--- src/rtl/mult_arbiter.sv ---
// mult_arbiter: shared signed multiplier with a built-in round-robin mutex.
// Clients request the mutex, present operands, hold start and wait for a
// one-cycle done pulse; the product is broadcast to all clients.
// Optional build macro MULT_ARB_FAST_EN: replaces the shift-add loop with a
// single-cycle combinational multiply (done two edges after start).
module mult_arbiter #(
    parameter int NumClients = 5,
    parameter int DataWidth  = 8
) (
    input  logic                            clk_i,
    input  logic                            reset_ni,
    input  logic [NumClients-1:0]           mult_req_i,
    output logic [NumClients-1:0]           mult_grant_o,
    input  logic [NumClients-1:0]           mult_start_i,
    input  logic [NumClients*DataWidth-1:0] mult_a_i,
    input  logic [NumClients*DataWidth-1:0] mult_b_i,
    output logic [2*DataWidth-1:0]          mult_result_o,
    output logic [NumClients-1:0]           mult_done_o,
    output logic                            mult_busy_o
);

    localparam int IdxW  = (NumClients > 1) ? $clog2(NumClients) : 1;
    localparam int CntW  = (DataWidth > 1) ? $clog2(DataWidth) : 1;
    localparam int ProdW = 2 * DataWidth;

    localparam logic [IdxW-1:0] RrReset = IdxW'(NumClients - 1);
    localparam logic [CntW-1:0] CntLast = CntW'(DataWidth - 1);

    typedef enum logic [2:0] {
        ST_IDLE,
        ST_GRANTED,
        ST_RUN,
        ST_FINISH,
        ST_RELEASE
    } state_e;

    state_e                r_state;
    state_e                w_state_next;

    logic [NumClients-1:0] r_grant;
    logic [IdxW-1:0]       r_rr;        // last granted client, also the current owner
    logic [DataWidth-1:0]  r_mag_a;
    logic [DataWidth-1:0]  r_mag_b;
    logic                  r_sign;
    logic [ProdW-1:0]      r_acc;
    logic [CntW-1:0]       r_cnt;
    logic                  r_busy;
    logic [NumClients-1:0] r_done;
    logic [ProdW-1:0]      r_result;

    logic                  w_any_req;
    logic [IdxW-1:0]       w_pick;
    logic [NumClients-1:0] w_pick_onehot;
    logic                  w_req_own;
    logic                  w_start_own;
    logic [DataWidth-1:0]  w_a_sel;
    logic [DataWidth-1:0]  w_b_sel;
    logic [DataWidth-1:0]  w_mag_a;
    logic [DataWidth-1:0]  w_mag_b;
    logic                  w_sign;
    logic [ProdW-1:0]      w_partial;
    logic                  w_grant_set;
    logic                  w_grant_clr;
    logic                  w_op_start;
    logic                  w_step;
    logic                  w_finish;

    // Only the grant holder's request and start bits matter.
    assign w_req_own   = |(mult_req_i & r_grant);
    assign w_start_own = |(mult_start_i & r_grant);

    // Magnitudes are unsigned, so the most negative operand maps to 2^(DataWidth-1).
    assign w_mag_a = w_a_sel[DataWidth-1] ? -w_a_sel : w_a_sel;
    assign w_mag_b = w_b_sel[DataWidth-1] ? -w_b_sel : w_b_sel;
    assign w_sign  = w_a_sel[DataWidth-1] ^ w_b_sel[DataWidth-1];

    // Shifted multiplicand for the current shift-add step.
    assign w_partial = ProdW'(r_mag_a) << r_cnt;

    assign w_pick_onehot = NumClients'(1) << w_pick;

`ifdef MULT_ARB_FAST_EN
    logic [ProdW-1:0] w_fast_prod;
    assign w_fast_prod = ProdW'(w_mag_a) * ProdW'(w_mag_b);
`endif

    // Round-robin search: first requester strictly after the last owner, wrapping.
    always_comb begin
        int idx;
        // NOTE: every variable gets a default before any branch, so no latch is inferred.
        idx       = 0;
        w_any_req = 1'b0;
        w_pick    = r_rr;
        for (int i = 1; i <= NumClients; i++) begin
            idx = int'(r_rr) + i;
            if (idx >= NumClients) idx = idx - NumClients;
            if (!w_any_req && mult_req_i[IdxW'(idx)]) begin
                w_any_req = 1'b1;
                w_pick    = IdxW'(idx);
            end
        end
    end

    // Operand mux for the grant holder.
    always_comb begin
        w_a_sel = '0;
        w_b_sel = '0;
        for (int k = 0; k < NumClients; k++) begin
            if (r_grant[k]) begin
                w_a_sel = mult_a_i[k*DataWidth +: DataWidth];
                w_b_sel = mult_b_i[k*DataWidth +: DataWidth];
            end
        end
    end

    // State register.
    always_ff @(posedge clk_i or negedge reset_ni) begin
        // NOTE: sequential state uses non-blocking assignments so all flops update together.
        if (!reset_ni) r_state <= ST_IDLE;
        else           r_state <= w_state_next;
    end

    // Next-state logic and datapath strobes.
    always_comb begin
        w_state_next = r_state;
        w_grant_set  = 1'b0;
        w_grant_clr  = 1'b0;
        w_op_start   = 1'b0;
        w_step       = 1'b0;
        w_finish     = 1'b0;
        unique case (r_state)
            ST_IDLE: begin
                if (w_any_req) begin
                    w_grant_set  = 1'b1;
                    w_state_next = ST_GRANTED;
                end
            end
            ST_GRANTED: begin
                if (!w_req_own) begin
                    w_grant_clr  = 1'b1;
                    w_state_next = ST_IDLE;
                end else if (w_start_own) begin
                    w_op_start   = 1'b1;
`ifdef MULT_ARB_FAST_EN
                    w_state_next = ST_FINISH;
`else
                    w_state_next = ST_RUN;
`endif
                end
            end
            ST_RUN: begin
                w_step = 1'b1;
                if (r_cnt == CntLast) w_state_next = ST_FINISH;
            end
            ST_FINISH: begin
                w_finish     = 1'b1;
                w_state_next = ST_RELEASE;
            end
            ST_RELEASE: begin
                // Start still held must not restart; only dropping req frees the mutex.
                if (!w_req_own) begin
                    w_grant_clr  = 1'b1;
                    w_state_next = ST_IDLE;
                end
            end
            default: w_state_next = ST_IDLE;
        endcase
    end

    // Grant, operand capture, shift-add accumulation and result/done outputs.
    always_ff @(posedge clk_i or negedge reset_ni) begin
        if (!reset_ni) begin
            r_grant  <= '0;
            r_rr     <= RrReset;
            r_mag_a  <= '0;
            r_mag_b  <= '0;
            r_sign   <= 1'b0;
            r_acc    <= '0;
            r_cnt    <= '0;
            r_busy   <= 1'b0;
            r_done   <= '0;
            r_result <= '0;
        end else begin
            r_done <= '0;
            if (w_grant_set) begin
                r_grant <= w_pick_onehot;
                r_rr    <= w_pick;
            end
            if (w_grant_clr) r_grant <= '0;
            if (w_op_start) begin
                r_mag_a <= w_mag_a;
                r_mag_b <= w_mag_b;
                r_sign  <= w_sign;
                r_cnt   <= '0;
                r_busy  <= 1'b1;
`ifdef MULT_ARB_FAST_EN
                r_acc   <= w_fast_prod;
`else
                r_acc   <= '0;
`endif
            end
            if (w_step) begin
                if (r_mag_b[0]) r_acc <= r_acc + w_partial;
                r_mag_b <= r_mag_b >> 1;
                r_cnt   <= r_cnt + CntW'(1);
            end
            if (w_finish) begin
                r_result <= r_sign ? -r_acc : r_acc;
                r_done   <= r_grant;
                r_busy   <= 1'b0;
            end
        end
    end

    assign mult_grant_o  = r_grant;
    assign mult_done_o   = r_done;
    assign mult_busy_o   = r_busy;
    assign mult_result_o = r_result;

endmodule
--- config.mk ---
export PLATFORM = sky130hd
export DESIGN_NAME = mult_arbiter
export DESIGN_NICKNAME = d
export VERILOG_FILES = /design/src/rtl/mult_arbiter.sv
export SDC_FILE = /design/constraint.sdc
export NUM_CORES = 1
export LEC_CHECK = 0
export ABC_CLOCK_PERIOD_IN_PS = 4400
export CORE_ASPECT_RATIO = 0.8
export CORE_MARGIN = 1
export CORE_UTILIZATION = 30
export DETAILED_ROUTE_END_ITERATION = 8
export PLACE_DENSITY = 0.62
export SYNTH_ARGS = -nofsm -noshare
export SYNTH_HDL_FRONTEND = slang
export SYNTH_SLANG_ARGS = --single-unit
--- constraint.sdc ---
create_clock -name clk_i -period 4.4 [get_ports clk_i]
set_input_delay 0.66 -clock clk_i [delete_from_list [all_inputs] [get_ports clk_i]]
set_output_delay 0.66 -clock clk_i [all_outputs]
set_load 0.01 [all_outputs]
==> run metrics <==
fin crit period=3750 ps; CP required=4620 ps; family with the most delay on the worst path=simple AND/OR/NAND/NOR gates; f_max=266 MHz; vias per std cell=5.24; Synth Net Count=862; worst-margin pin slew=975 ps; RSZ-0062 raised after global routing=no; layout overhead on the synthesized area=28.8%; Longest Clk Path Bufs=2; Seq/Total Area, Yosys=0.291; # setup viols final=0; number of buffers and inverters on the critical path=2; Max Cap Violations=0; CP max-delay cell=fa_1; FF+latch count, synth=69; Worst Skew=7.24 ps; die area=20400 µm²; commonest non-fill, non-tap cell in the layout=clkdlybuf4s50_1; met3 usage=0.0343; Yosys warning total=0; EDFF count, synth=0; Post-Syn Area=5940 µm²; detailed-route via count=5758; Flop pwr share=0.198; GR Util met1=0.244; post-route ant nets=0; Crit Path Category=reg2reg; wirelength, routed=17.0 mm; global-route wire length before repair=28.5 mm; CTS tree=yes; WP data arrival=3970 ps; run status=completed; CP startpoint kind=flip-flop; endpoints failing hold=0; total setup buffers inserted after CTS=0; Port Buffers=118; met2 Use GR=0.267; CTS resizes=0; PD cells=762 nW/µm²; switching fraction of total power=0.475; CP max stage delay=570 ps; post-DP HPWL=13.2 mm; layout cell share with drive strength beyond 1=0.0595; Cell variety after synth=77; clock network power share=0.136; Hold Buf Count CTS=0; fraction of registers with async set or reset after synthesis=1.00; reg-to-reg startpoint=r_rr[0]; largest net degree at the start of global routing=43; num rows=45; GP Congestion=0.879; Initial Util=0.309; core box area=19200 µm²; internal power=3.06 mW; final number of max-transition violations=0; CTS buffer count=9; Nets=960; Initial DRC Count=381; n_diodes=0; initial antenna violation count=0; fillcell total=1953; Pwr Total=5.83 mW; Clock Tree Root=clkbuf_16; Clock transition at path regs=60 ps; Cells after Synth=738; WL per Instance=15.5 µm; grt ovf=0; Hold Path Class=in2async; Die Wd=159 µm; vias in the first global route=5517; Initial DRT Pass Iterations=5; setup TNS=0 ps; Max VDD drop=335 µV; ys flop type=dfrtp_1; CP max FO=13; All-Layer GR Usage=0.172; Residual DRC=0; clock sinks=69; crit path launch=r_rr[0]; power share of the combinational group=0.666; final worst path period share=0.853; most frequent cells in the layout=clkdlybuf4s50_1 (117), nand2_1 (91), o21ai_0 (83), dfrtp_1 (68), nor2_1 (53); grt peak-use layer=met2; Boundary Pins=119; headroom to the max-slew limit=0.348; CP endpoint kind=flip-flop; CP Cell Sequence=inv_2, ha_1, inv_1, fa_1, or3_4, o211a_1, o21a_1, or3_1, or4_4, a21o_1, a22o_1; maximum level of the CTS H-tree=3; mean post-synth cell area=8.05 µm²; DIE HEIGHT=128 µm; worst skew pair latency=330 ps; Psw=2.77 mW; Leak Pwr=3.25 nW
kinds of logic after synthesis:
family	after synthesis	share of synthesized area
flip-flops	69	0.291
multiplexers	22	0.0383
XOR/XNOR	39	0.0588
AND/OR/NAND/NOR	257	0.214
AO/OA/AOI/OAI	247	0.275
buffers and inverters	72	0.0529
adder cells (fa/ha/maj)	32	0.0699
worst paths after layout:
path,slack (ps),depth (start not counted),end
max,650,11,mult_grant_o[1]
min,470,1,r_acc[8]
max reg2reg,650,11,mult_grant_o[1]
min reg2reg,470,2,mult_result_o[12]
max in group asynchronous,3000,2,r_rr[2]
min in group clk_i,470,2,mult_result_o[12]
sequential cells by signal, indices dropped and copies added, names as in the netlist:
signal,count
r_sign,1
r_mag_b,8
r_rr,3
r_mag_a,8
r_acc,16
mult_grant_o,5
mult_busy_o,1
r_cnt,3
r_state,3
mult_done_o,5
mult_result_o,16
layout make-up:
class / count / area [µm²] / share of cell area
well taps: 258 / 323 / 0.0422
inverters: 28 / 105 / 0.0137
multi-input cells: 597 / 3900 / 0.509
clock inverters: 3 / 68.8 / 0.00899
flip-flops and latches: 69 / 1730 / 0.226
repair buffers: 131 / 1270 / 0.166
clock buffers: 12 / 256 / 0.0335
Yosys cell counts, types with 4 or more instances:
cell type / n / area, µm²
nand2b_1: 9 / 56.3
o21a_1: 4 / 30.0
mux2_2: 6 / 67.6
or3_1: 6 / 37.5
nand2_1: 91 / 342
and3_1: 9 / 56.3
nor2b_1: 14 / 87.6
a22oi_1: 10 / 75.1
nand3b_1: 5 / 37.5
and2_1: 8 / 50.1
xor2_1: 21 / 184
a211oi_1: 5 / 37.5
buf_2: 5 / 25.0
o311ai_0: 14 / 123
o21ai_1: 7 / 35.0
nor2_1: 53 / 199
ha_1: 30 / 375
o211ai_1: 5 / 37.5
mux2i_1: 16 / 160
a31oi_1: 10 / 62.6
a211o_1: 7 / 61.3
inv_1: 26 / 97.6
a21o_1: 10 / 75.1
nand4_1: 4 / 25.0
o21ai_0: 83 / 415
a21boi_0: 4 / 30.0
o31ai_1: 8 / 60.1
nor3_1: 13 / 65.1
xnor2_1: 17 / 149
buf_6: 4 / 45.0
a21oi_1: 32 / 160
clkbuf_1: 31 / 116
o22ai_1: 7 / 43.8
dfrtp_1: 68 / 1700
nand3_1: 24 / 120
a221oi_1: 14 / 123
through the flow:
stage / util / area, µm² / worst slack (ps) / hold slack, ps / instances
after floorplan: - / 5940 / 836 / 364 / 738
after global routing: 0.399 / 7650 / 432 / 501 / 1098
final: 0.399 / 7650 / 646 / 465 / 1098
after global placement: 0.382 / 7330 / 728 / 467 / 1083
after detailed placement: 0.382 / 7330 / 684 / 473 / 1083
after CTS: 0.399 / 7650 / 676 / 485 / 1098
power groups by stage:
stage	combinational [mW]	clock, mW	sequential [mW]
detailed placement	3.85	0	1.17
finish	3.88	0.791	1.16
global placement	3.85	0	1.16
global route	4.34	0.834	1.20
floorplan	2.94	0	1.07
CTS	3.87	0.809	1.16
layer usage:
layer / routed length, µm / share of wire
met1: 8490 / 0.50
met2: 7310 / 0.43
met3: 1020 / 0.060
met4: 153 / 0.0090
met5: 0 / 0
No activity file was read; power rests on OpenSTA's default activity.
